<file path="config.mk">
export PLATFORM = sky130hd
export DESIGN_NAME = mem_stage
export DESIGN_NICKNAME = d
export VERILOG_FILES = /design/src/rtl/mem_pkg.sv /design/src/rtl/load_aligner.sv /design/src/rtl/mem_stage.sv
export SDC_FILE = /design/constraint.sdc
export NUM_CORES = 1
export LEC_CHECK = 0
export BUFFER_PORTS_ARGS = -buffer_cell sky130_fd_sc_hd__buf_4
export CAP_MARGIN = 20
export CORE_ASPECT_RATIO = 1.75
export CORE_MARGIN = 4
export CORE_UTILIZATION = 32
export DETAILED_ROUTE_END_ITERATION = 10
export GPL_TIMING_DRIVEN = 0
export RECOVER_POWER = 100
export SYNTH_ARGS = -nofsm -noshare
export SYNTH_HDL_FRONTEND = slang
export SYNTH_HIERARCHICAL = 1
export SYNTH_SLANG_ARGS = --single-unit
export TNS_END_PERCENT = 5
</file>
<file path="constraint.sdc">
create_clock -name clk -period 3 [get_ports clk]
set_clock_uncertainty 0.2 [all_clocks]
set_input_delay 0 -clock clk [delete_from_list [all_inputs] [get_ports clk]]
set_output_delay 0 -clock clk [all_outputs]
set_load 0.05 [all_outputs]
</file>
<file path="src/rtl/mem_pkg.sv">
// rtl/mem_pkg.sv - shared types and constants for the RV32 memory-access stage
package mem_pkg;

  localparam logic [2:0] F3_B  = 3'b000;
  localparam logic [2:0] F3_H  = 3'b001;
  localparam logic [2:0] F3_W  = 3'b010;
  localparam logic [2:0] F3_BU = 3'b100;
  localparam logic [2:0] F3_HU = 3'b101;

  localparam int TO_W = 16;

  typedef enum logic [1:0] {
    S_IDLE = 2'd0,
    S_REQ  = 2'd1,
    S_DONE = 2'd2
  } mem_state_t;

  // funct3[1:0] selects size; reserved encodings 011/110/111 fall into the word case
  function automatic logic misaligned(input logic [2:0] f3, input logic [1:0] a);
    case (f3[1:0])
      2'b00:   return 1'b0;
      2'b01:   return a[0];
      default: return a != 2'b00;
    endcase
  endfunction

endpackage

</file>
<file path="src/rtl/load_aligner.sv">
// rtl/load_aligner.sv - selects the addressed lane of a read word and extends it
module load_aligner
  import mem_pkg::*;
(
  input  logic [31:0] rdata,
  input  logic [1:0]  addr,
  input  logic [2:0]  funct3,
  output logic [31:0] data
);

  logic [7:0]  lane_b;
  logic [15:0] lane_h;

  always_comb begin
    case (addr)
      2'b00:   lane_b = rdata[7:0];
      2'b01:   lane_b = rdata[15:8];
      2'b10:   lane_b = rdata[23:16];
      default: lane_b = rdata[31:24];
    endcase
    lane_h = addr[1] ? rdata[31:16] : rdata[15:0];

    case (funct3)
      F3_B:    data = {{24{lane_b[7]}}, lane_b};
      F3_BU:   data = {24'h0, lane_b};
      F3_H:    data = {{16{lane_h[15]}}, lane_h};
      F3_HU:   data = {16'h0, lane_h};
      default: data = rdata;
    endcase
  end

endmodule

</file>
<file path="src/rtl/mem_stage.sv">
// rtl/mem_stage.sv - RV32 memory stage: load/store bus transactions and writeback
module mem_stage
  import mem_pkg::*;
#(
  parameter int TIMEOUT_CYCLES = 255
) (
  input  logic        clk,
  input  logic        rst_n,
  input  logic        ex_valid,
  output logic        ex_ready,
  input  logic [31:0] ex_result,
  input  logic [31:0] ex_store_data,
  input  logic [2:0]  ex_funct3,
  input  logic        ex_is_load,
  input  logic        ex_is_store,
  input  logic [4:0]  ex_rd,
  output logic        dmem_req,
  output logic        dmem_we,
  output logic [31:0] dmem_addr,
  output logic [3:0]  dmem_be,
  output logic [31:0] dmem_wdata,
  input  logic        dmem_ack,
  input  logic [31:0] dmem_rdata,
  output logic        wb_valid,
  output logic        wb_we,
  output logic [4:0]  wb_rd,
  output logic [31:0] wb_data,
  output logic        wb_misalign,
  output logic        wb_bus_err
);

  localparam logic [TO_W-1:0] TO_LIMIT = TO_W'(TIMEOUT_CYCLES);

  mem_state_t      state;
  logic [1:0]      lo_q;
  logic [2:0]      f3_q;
  logic [4:0]      rd_q;
  logic            load_q;
  logic [TO_W-1:0] to_cnt;
  logic [TO_W-1:0] to_next;
  logic [31:0]     load_data;
  logic            is_mem;
  logic            mis;
  logic [3:0]      be_n;
  logic [31:0]     wdata_n;

  assign ex_ready = (state == S_IDLE);
  assign is_mem   = ex_is_load | ex_is_store;
  assign mis      = misaligned(ex_funct3, ex_result[1:0]);
  assign to_next  = to_cnt + TO_W'(1);

  // lane enables and replicated write data; loads reuse the same enables
  always_comb begin
    be_n    = 4'b1111;
    wdata_n = ex_store_data;
    case (ex_funct3[1:0])
      2'b00: begin
        be_n    = 4'b0001 << ex_result[1:0];
        wdata_n = {4{ex_store_data[7:0]}};
      end
      2'b01: begin
        be_n    = 4'b0011 << ex_result[1:0];
        wdata_n = {2{ex_store_data[15:0]}};
      end
      default: ;
    endcase
  end

  load_aligner u_align (
    .rdata  (dmem_rdata),
    .addr   (lo_q),
    .funct3 (f3_q),
    .data   (load_data)
  );

  always_ff @(posedge clk or negedge rst_n) begin
    if (!rst_n) begin
      state       <= S_IDLE;
      lo_q        <= '0;
      f3_q        <= '0;
      rd_q        <= '0;
      load_q      <= 1'b0;
      to_cnt      <= '0;
      dmem_req    <= 1'b0;
      dmem_we     <= 1'b0;
      dmem_addr   <= '0;
      dmem_be     <= '0;
      dmem_wdata  <= '0;
      wb_valid    <= 1'b0;
      wb_we       <= 1'b0;
      wb_rd       <= '0;
      wb_data     <= '0;
      wb_misalign <= 1'b0;
      wb_bus_err  <= 1'b0;
    end else begin
      case (state)
        S_IDLE: begin
          if (ex_valid) begin
            lo_q        <= ex_result[1:0];
            f3_q        <= ex_funct3;
            rd_q        <= ex_rd;
            load_q      <= ex_is_load;
            to_cnt      <= '0;
            wb_rd       <= ex_rd;
            wb_misalign <= 1'b0;
            wb_bus_err  <= 1'b0;
            if (!is_mem) begin
              wb_valid <= 1'b1;
              wb_we    <= (ex_rd != 5'd0);
              wb_data  <= ex_result;
              state    <= S_DONE;
            end else if (mis) begin
              wb_valid    <= 1'b1;
              wb_we       <= 1'b0;
              wb_data     <= '0;
              wb_misalign <= 1'b1;
              state       <= S_DONE;
            end else begin
              dmem_req   <= 1'b1;
              dmem_we    <= ex_is_store;
              dmem_addr  <= {ex_result[31:2], 2'b00};
              dmem_be    <= be_n;
              dmem_wdata <= wdata_n;
              state      <= S_REQ;
            end
          end
        end
        S_REQ: begin
          if (dmem_ack) begin
            dmem_req <= 1'b0;
            wb_valid <= 1'b1;
            wb_we    <= load_q && (rd_q != 5'd0);
            wb_data  <= load_q ? load_data : 32'h0;
            state    <= S_DONE;
          end else if (to_next == TO_LIMIT) begin
            dmem_req   <= 1'b0;
            wb_valid   <= 1'b1;
            wb_we      <= 1'b0;
            wb_data    <= '0;
            wb_bus_err <= 1'b1;
            state      <= S_DONE;
          end else begin
            to_cnt <= to_next;
          end
        end
        S_DONE: begin
          wb_valid <= 1'b0;
          state    <= S_IDLE;
        end
        default: state <= S_IDLE;
      endcase
    end
  end

endmodule

</file>
==> results of run 1 <==
-- where the power goes --
group          total (mW)  switching [mW]  internal, mW
clock                2.26           0.851          1.41
sequential           2.93           0.442          2.49
combinational        5.61            3.98          1.63
total                10.8            5.27          5.52
-- cells by family after synthesis --
kind of cell               count (synthesis)
buffers and inverters                     75
and+or+nand+nor                          178
xor gates and xnor gates                   3
DFF                                      133
AOI/OAI and AO/OA                        208
muxes                                     86
other                                      1
adders and majority gates                  2
-- per-layer routing --
layer	part of all wire, %	wire length (microns)	vias to the layer above	global-route usage, %
met1	36	9810	3493	23.4
li1	-	-	3314	-
met2	53	14300	247	37.0
met5	0	0	-	0
met4	4.7	1260	0	11.2
met3	6.0	1620	66	5.80
-- cell usage after synthesis, types with 4 or more instances --
cell type and n:
o21ai_0 45, or4_1 4, o31ai_1 5, nor3_1 8, o221ai_2 4, or2_2 4, mux2_2 49, buf_6 11
nand3_1 13, inv_1 13, dfrtp_1 133, mux2i_1 27, mux4_1 7, o22ai_1 16, a2bb2oi_2 28, nor2_1 52
a311oi_1 7, a2bb2oi_1 4, and3_1 5, buf_4 4, nand4_1 4, a221oi_1 34, a21oi_1 37, nand2_1 53
o211ai_1 4, clkbuf_1 31, nand2b_1 7, nor2b_1 14, buf_2 8
-- timing repair --
item / in CTS / in global routing
hold endpoints to repair: 247 / 0
pin swaps: 1 / 5
hold buffers: 119 / 0
gates resized for setup: 4 / 11
setup buffers: 1 / 4
endpoints found under the setup margin: 48 / 47
-- state kept, by name (all words and copies together) (netlist names) --
signal,count
wb_valid,1
wb_we,1
state,2
wb_misalign,1
dmem_req,1
lo_q,2
load_q,1
wb_data,32
rd_q,5
to_cnt,16
dmem_be,4
wb_bus_err,1
dmem_addr,30
f3_q,3
dmem_we,1
dmem_wdata,32
-- metrics by stage --
step,hold slack [ns],instances
finish,0.0122,1363
floorplan,-0.496,687
CTS,0.00482,1359
global placement,0.0378,1205
detailed placement,-0.223,1207
global route,0.0672,1363
-- area by class of cell --
| class | count | area share [%] |
|---|---|---|
| antenna | 1 | 0.0229 |
| buffer | 59 | 3.51 |
| clock buffer | 20 | 4.08 |
| clock inverter | 12 | 1.62 |
| inverter | 15 | 0.515 |
| multi-input combinational | 479 | 33.9 |
| sequential | 133 | 30.5 |
| tap | 300 | 3.43 |
| timing repair buffer | 344 | 22.5 |
-- worst max-delay path: stages, from the launching register on --
cell	delay [ns]
dfrtp_1	0.33
clkbuf_4	0.19
nand4_4	0.15
nor4_4	0.39
and3_4	0.25
nand3_2	0.10
a2111oi_4	0.45
o21ba_1	0.18
buf_6	0.19
mux2_1	0.34
-- worst min path at each step --
stage / cells past startpoint / endpoint / from / slack, ns
6_report: 5 / wb_data[17] / dmem_rdata[17] / 0.01
5_1_grt: 5 / wb_data[3] / dmem_rdata[3] / 0.07
4_1_cts: 5 / wb_data[17] / dmem_rdata[17] / 0.005
3_5_place_dp: 1 / dmem_wdata[3] / rst_n / -0.22
3_3_place_gp: 2 / f3_q[2] / ex_funct3[2] / 0.04
2_1_floorplan: 0 / dmem_addr[10] / rst_n / -0.50
==> results.yml, run 1 <==
timing:
  hold_viol: 0
  relSlewSlack_pct: 16.2
  finalSetupViolCount: 0
  fmax_mhz: 345
  rsz0062_at_grt: "yes"
  post-route-min-period_ns: 2.90
  tightest_slew_ns: 1.26
  fin_ws_ns: 0.103
  fin_crit_sh_pct: 96.6
  slew_viol_final: 0
  fin_setup_tns_ns: 0
drt:
  wl_per_cell_microns: 19.8
  drtIter0Drc: 274
  ant_nets: 0
  drc_errors: 0
  finalWirelength_mm: 27.0
  vias: 7120
  viasPerCell: 5.22
  dr.pass1.iters: 5
clock_tree:
  insertion_delay_ns: 0.44
  clock_sinks: 133
  cts_tree: "built"
  cts.htree.levels: 4
  clk_pin_slew_ns: 0.06
  cts_max_path_buffers: 2
  root_buffer: "clkbuf_16"
  numCtsBuffers: 17
die:
  dieHeight_microns: 210
  num_rows: 73
  start_util_pct: 32.5
  dieArea_sq_mm: 0.0258
  ios: 222
  fp.dieW_microns: 123
  core-area_sq_mm: 0.0228
synth:
  yosys_warnings: 6
  syn-instance-count: 686
  synth_area_leader_cell: "dfrtp_1"
  synth-seq-area-share_pct: 44.8
  yosys.area_share.simple_pct: 11.8
  synth_area_per_cell_sq_um: 10.8
  synthFlopType: "dfrtp_1"
  synthAdderAreaFrac_pct: 0.337
  synth_top_area_share_pct: 44.8
  synth_seq_cells: 133
  async_flop_share_pct: 100
  synth-compound-area-share_pct: 22.6
  netlist_area_sq_mm: 0.00743
  synth_edf_count: 0
  synth_top_family_by_area: "compound AO/OA/AOI/OAI gates"
  synth_cell_types: 65
  synthTopCellsByArea: "dfrtp_1, mux2_2, a2bb2oi_2"
  synthMuxAreaShare_pct: 14.1
  synthXorXnorAreaFrac_pct: 0.354
placement:
  port-buffer-count: 218
  dp.final_hpwl_mm: 19.4
  place_congestion: 0.879
  dpl_cell_area_sq_mm: 0.00948
  post-place-ws_ns: -0.352
worst_setup_path:
  r2r-start: "to_cnt[2]"
  r2r_cells: 9
  critPathLaunch: "to_cnt[2]"
  cp_data_required_time_ns: 3.12
  worstSetupEndpoint: "wb_we"
  end_kind: "flop"
  critPathArrivalTime_ns: 3.02
  path_class: "flop to flop"
  rrSetupSlack_ns: 0.10
  reg2reg_to: "wb_we"
  crit_fanout: 10
  startpoint_type: "flop"
final_layout:
  num-fill-cells: 2205
  final_common_cell: "clkbuf_1"
  register_area_sq_mm: 0.00333
  final_cell_mix: "clkbuf_1, dfrtp_1, dlygate4sd3_1, buf_4, nand2_1"
  final_layout_size_suffix_gt1_share_pct: 26.0
  design_area_sq_mm: 0.0109
  syn2layout_area_growth_pct: 47.2
  multi_input_area_sq_mm: 0.00370
  final_util_pct: 47.9
  layout.nets: 1161
power:
  leakagePower_nw: 4.65
  power_mw: 10.8
  powerDensity_mw_per_mm2: 987
  ir_drop_mv: 0.513
global_routing:
  grt_pass1_wl_mm: 42.1
  grt_max_degree: 85
  antenna_found_initial: 1
  grt_pass1_vias: 7548
  grt_use_total_pct: 21.4
  grt-ovfl-total: 0
job:
  maxCapViolCount: 0
status:
  status: "completed"
worst_hold_path:
  hold_path.class: "input port to flop"
(Power assumes the default switching activity.)
==> inputs of run 2 (changes only) <==
--- a/config.mk
+++ b/config.mk
@@ -12,6 +12,7 @@
 export CORE_UTILIZATION = 32
 export DETAILED_ROUTE_END_ITERATION = 10
 export GPL_TIMING_DRIVEN = 0
+export MAX_ROUTING_LAYER = met4
 export RECOVER_POWER = 100
 export SYNTH_ARGS = -nofsm -noshare
 export SYNTH_HDL_FRONTEND = slang
==> run 2 against run 1 <==
Hold slack improved by 0.026 ns. Setup slack improved by 0.0075 ns. Power barely moved. Via count rose by 0.79%. Final cell count did not move. Sequential cell count did not move.
==> results.yml, run 2 (same netlist as run 1, synthesis figures left out) <==
timing:
  finalSetupViolCount: 0
  relSlewSlack_pct: 16.4
  rsz0062_at_grt: "yes"
  post-route-min-period_ns: 2.89
  slew_viol_final: 0
  fmax_mhz: 346
  tightest_slew_ns: 1.25
  fin_crit_sh_pct: 96.3
  hold_viol: 0
die:
  core-area_sq_mm: 0.0228
  start_util_pct: 32.5
  num_rows: 73
  dieArea_sq_mm: 0.0258
  ios: 222
  dieHeight_microns: 210
  fp.dieW_microns: 123
job:
  maxCapViolCount: 0
placement:
  port-buffer-count: 218
  dp.final_hpwl_mm: 19.4
  place_congestion: 0.894
clock_tree:
  clock_sinks: 133
  cts.htree.levels: 4
  cts_tree: "built"
  insertion_delay_ns: 0.44
  cts_max_path_buffers: 2
  clk_pin_slew_ns: 0.06
  numCtsBuffers: 17
  root_buffer: "clkbuf_16"
power:
  leakagePower_nw: 4.65
  ir_drop_mv: 0.514
  power_mw: 10.8
  powerDensity_mw_per_mm2: 988
global_routing:
  grt_max_degree: 85
  grt_pass1_vias: 7578
  grt-ovfl-total: 0
  grt_use_total_pct: 21.9
  antenna_found_initial: 1
  grt_pass1_wl_mm: 42.0
worst_setup_path:
  crit_chain: "clkbuf_4, nand4_4, nor4_4, and3_4, nand3_2, a2111oi_4, o21ba_1, buf_6, mux2_1"
  path_class: "flop to flop"
  crit_fanout: 10
  cp_data_required_time_ns: 3.12
  critPathArrivalTime_ns: 3.01
  slowest_stage: "a2111oi_4"
  startpoint_type: "flop"
  end_kind: "flop"
  cpPeakStageDelay_ns: 0.45
final_layout:
  final_common_cell: "clkbuf_1"
  final_cell_mix: "clkbuf_1, dfrtp_1, dlygate4sd3_1, buf_4, nand2_1"
  final_util_pct: 47.9
  layout.nets: 1161
  reg_top3: "dmem_wdata x32, wb_data x32, dmem_addr x30"
  syn2layout_area_growth_pct: 47.2
  num-fill-cells: 2205
  final_layout_size_suffix_gt1_share_pct: 26.0
drt:
  drc_errors: 0
  dr.pass1.iters: 4
  finalWirelength_mm: 27.1
  ant_nets: 0
  viasPerCell: 5.26
  vias: 7176
  drtIter0Drc: 273
  wl_per_cell_microns: 19.9
worst_hold_path:
  hold_path.class: "input port to flop"
status:
  status: "completed"
==> run 2: stage by stage <==
stage	cells	instance area (sq um)	hold WS, ns	setup TNS [ns]	worst slack, ns
finish	1363	10900	0.0386	0	0.111
global route	1363	10900	0.0687	-0.0101	-0.00598
CTS	1359	11300	0.00482	0	0.00240
global placement	1205	9440	0.0378	-14.09	-0.384
detailed placement	1207	9480	-0.223	-12.13	-0.352
floorplan	687	7430	-0.496	0	0.222
==> run 2: final cells by class <==
class | instances | area [sq um] | share of cell area [%]
well taps | 300 | 375 | 3.43
flip-flops and latches | 133 | 3330 | 30.5
inverters | 15 | 56.3 | 0.515
diodes | 1 | 2.50 | 0.0229
clock inverters | 12 | 178 | 1.62
clock buffers | 20 | 447 | 4.08
multi-input cells | 479 | 3700 | 33.9
plain buffers | 59 | 384 | 3.51
repair buffers | 344 | 2460 | 22.5
==> run 2: routing by layer <==
layer	GRT usage [%]	share of wire, %
met5	-	0
met4	11.3	4.8
met1	23.7	37
met2	36.9	53
met3	5.10	5.7
==> run 2: path summary, 6_finish.rpt <==
| kind | start | end | slack, ns | cells after the start |
|---|---|---|---|---|
| worst min register to register | dmem_wdata[9] | dmem_wdata[9] | 0.28 | 2 |
| worst max register to register | to_cnt[2] | wb_we | 0.11 | 9 |
| worst max-delay path | to_cnt[2] | wb_we | 0.11 | 9 |
| min in group asynchronous | rst_n | dmem_wdata[3] | 0.84 | 4 |
| worst min-delay path | dmem_rdata[17] | wb_data[17] | 0.04 | 5 |
| max in group asynchronous | rst_n | to_cnt[0] | 0.93 | 4 |
==> run 2: repair_timing <==
item                       in CTS  in global routing
hold buffers                  119                  0
setup buffers                   1                  4
resized for setup               4                 11
pin swaps                       1                  5
hold endpoints to repair      247                  0
setup endpoints to repair      48                 47
==> run 2: where the power goes <==
| group | switching [mW] | internal (mW) | total (mW) |
|---|---|---|---|
| clock | 0.854 | 1.41 | 2.27 |
| sequential | 0.443 | 2.49 | 2.93 |
| combinational | 3.99 | 1.63 | 5.61 |
==> run 2: worst max-delay path: cells and delay by family (launching register included) <==
kind	cells	cell delay, ns
AOI/OAI and AO/OA	2	0.63
buffers and inverters	2	0.38
DFF	1	0.33
muxes	1	0.34
and+or+nand+nor	4	0.89
==> inputs of run 3 (changes only) <==
--- a/config.mk
+++ b/config.mk
@@ -14,6 +14,7 @@
 export GPL_TIMING_DRIVEN = 0
 export MAX_ROUTING_LAYER = met4
 export RECOVER_POWER = 100
+export SETUP_SLACK_MARGIN = 0.1
 export SYNTH_ARGS = -nofsm -noshare
 export SYNTH_HDL_FRONTEND = slang
 export SYNTH_HIERARCHICAL = 1
==> constraint.sdc (replaced) <==
create_clock -name clk -period 2.5 [get_ports clk]
set_clock_uncertainty 0.2 [all_clocks]
set_input_delay 0 -clock clk [delete_from_list [all_inputs] [get_ports clk]]
set_output_delay 0 -clock clk [all_outputs]
set_load 0.05 [all_outputs]
==> run 3 against run 2 <==
The run now ends with negative hold slack, negative setup slack left. Maximum frequency grew 6.0%. Register-to-register slack lost 0.34 ns. Combinational power grew 20%. Utilization is 0.74 points higher. Final cell count rose by 0.22%. Clock power rose by 11%. Via count is essentially flat. Global-route usage barely moved. Critical path type unchanged. Die area unchanged. Cell area rose by 1.5%. Critical path depth increased by 1. Count of clock-buffer cells in the layout unchanged.
==> results.yml, run 3 (same netlist as run 1, synthesis figures left out) <==
final_layout:
  num-fill-cells: 2218
  final_cell_count_no_fill: 1366
  final_cell_mix: "clkbuf_1, buf_4, dfrtp_1, dlygate4sd3_1, nand2_1"
  design_area_sq_mm: 0.0111
  syn2layout_area_growth_pct: 49.5
  final_common_cell: "clkbuf_1"
  reg_top3: "dmem_wdata x32, wb_data x32, dmem_addr x30"
  multi_input_area_sq_mm: 0.00379
  diodes: 0
  final_layout_size_suffix_gt1_share_pct: 29.7
  layout.nets: 1165
  final_util_pct: 48.6
  register_area_sq_mm: 0.00333
worst_setup_path:
  crit_fanout: 10
  rrSetupSlack_ns: -0.23
  r2r_cells: 10
  r2r-start: "to_cnt[4]"
  end_kind: "flop"
  critPathArrivalTime_ns: 2.83
  startpoint_type: "flop"
  cp_data_required_time_ns: 2.61
  path_class: "flop to flop"
  reg2reg_to: "wb_we"
global_routing:
  antenna_found_initial: 0
  grt_use_total_pct: 21.9
  grt-ovfl-total: 0
  grt_max_degree: 68
  grt_pass1_vias: 7584
  grt_pass1_wl_mm: 42.3
drt:
  drtIter0Drc: 341
  viasPerCell: 5.25
  finalWirelength_mm: 27.3
  dr.pass1.iters: 5
  vias: 7172
  wl_per_cell_microns: 20.0
  ant_nets: 0
  drc_errors: 0
clock_tree:
  insertion_delay_ns: 0.43
  cts_tree: "built"
  cts.htree.levels: 4
  clk_pin_slew_ns: 0.06
  numCtsBuffers: 17
  clock_sinks: 133
  root_buffer: "clkbuf_16"
  cts_max_path_buffers: 2
die:
  dieHeight_microns: 210
  dieArea_sq_mm: 0.0258
  fp.dieW_microns: 123
  start_util_pct: 32.5
  num_rows: 73
  ios: 222
  core-area_sq_mm: 0.0228
timing:
  rsz0062_at_grt: "yes"
  hold_viol: 1
  slew_viol_final: 0
  fin_crit_sh_pct: 109
  tightest_slew_ns: 1.08
  hold_slack_ns: -0.00161
  post-route-min-period_ns: 2.73
  fin_setup_tns_ns: -7.01
  fmax_mhz: 367
  fin_ws_ns: -0.225
  finalSetupViolCount: 48
  relSlewSlack_pct: 27.3
worst_hold_path:
  min_to: "wb_data[27]"
  hold_path_depth: 5
  hold_path.class: "input port to flop"
  min_from: "dmem_rdata[27]"
placement:
  port-buffer-count: 218
  dpl.cell_count: 1206
  dpl_cell_area_sq_mm: 0.00955
  dp.final_hpwl_mm: 19.7
  place_congestion: 0.886
job:
  maxCapViolCount: 0
status:
  violations: "negative hold slack, negative setup slack"
  status: "finished with violations"
power:
  ir_drop_mv: 0.685
  powerDensity_mw_per_mm2: 1150
  leakagePower_nw: 4.74
-- run 3: critical path, cell delays in order, from the launching register on --
cell and delay, ns:
dfrtp_1 0.35, buf_4 0.17, nand4_1 0.24, nor4_4 0.27
xnor2_1 0.18, nand4b_1 0.19, a2111oi_4 0.22, buf_4 0.20
o21ba_4 0.15, buf_12 0.14, mux2_4 0.30
-- run 3: worst max-delay path by stage --
stage,start,endpoint,slack (ns),depth (start not counted)
final,to_cnt[4],wb_we,-0.23,10
after global routing,to_cnt[4],wb_we,-0.32,10
after detailed placement,to_cnt[5],wb_we,-0.62,9
after global placement,to_cnt[5],wb_we,-0.63,9
after CTS,to_cnt[0],wb_we,-0.22,9
after floorplan,to_cnt[3],wb_we,-0.15,9
-- run 3: layout make-up --
class,count,share of cell area (%)
clock inverter,12,1.16
inverter,15,0.507
tap,300,3.38
multi-input combinational,479,34.2
clock buffer,20,4.11
timing repair buffer,347,22.4
sequential,133,30.0
buffer,60,4.27
-- run 3: metrics by stage --
step           setup WS, ns  total power, mW
6_report             -0.225             12.8
5_1_grt              -0.315             13.4
4_1_cts              -0.216             13.6
3_5_place_dp         -0.621             10.8
3_3_place_gp         -0.626             10.7
2_1_floorplan        -0.154             8.48
-- run 3: repair_timing --
action / in CTS / in global routing
pin swaps: 12 / 6
setup endpoints to repair: 89 / 116
endpoints found under the hold margin: 250 / 0
buffers inserted: 15 / 3
hold buffers: 108 / 0
gates resized for setup: 31 / 18
cloned: 0 / 1
-- run 3: report_power, final --
group	internal, mW	switching [mW]	leakage [nW]	total (mW)
sequential	2.98	0.549	1.61	3.53
combinational	1.97	4.77	2.84	6.74
clock	1.52	0.998	0.282	2.52
total	6.47	6.32	4.74	12.8
-- run 3: layer usage --
| metal | GRT usage [%] | vias to the layer above | wire (microns) |
|---|---|---|---|
| met5 | - | - | 0 |
| met4 | 12.4 | 0 | 1380 |
| met3 | 3.56 | 71 | 1110 |
| met2 | 38.0 | 231 | 14900 |
| met1 | 23.2 | 3556 | 9930 |
| li1 | - | 3314 | - |
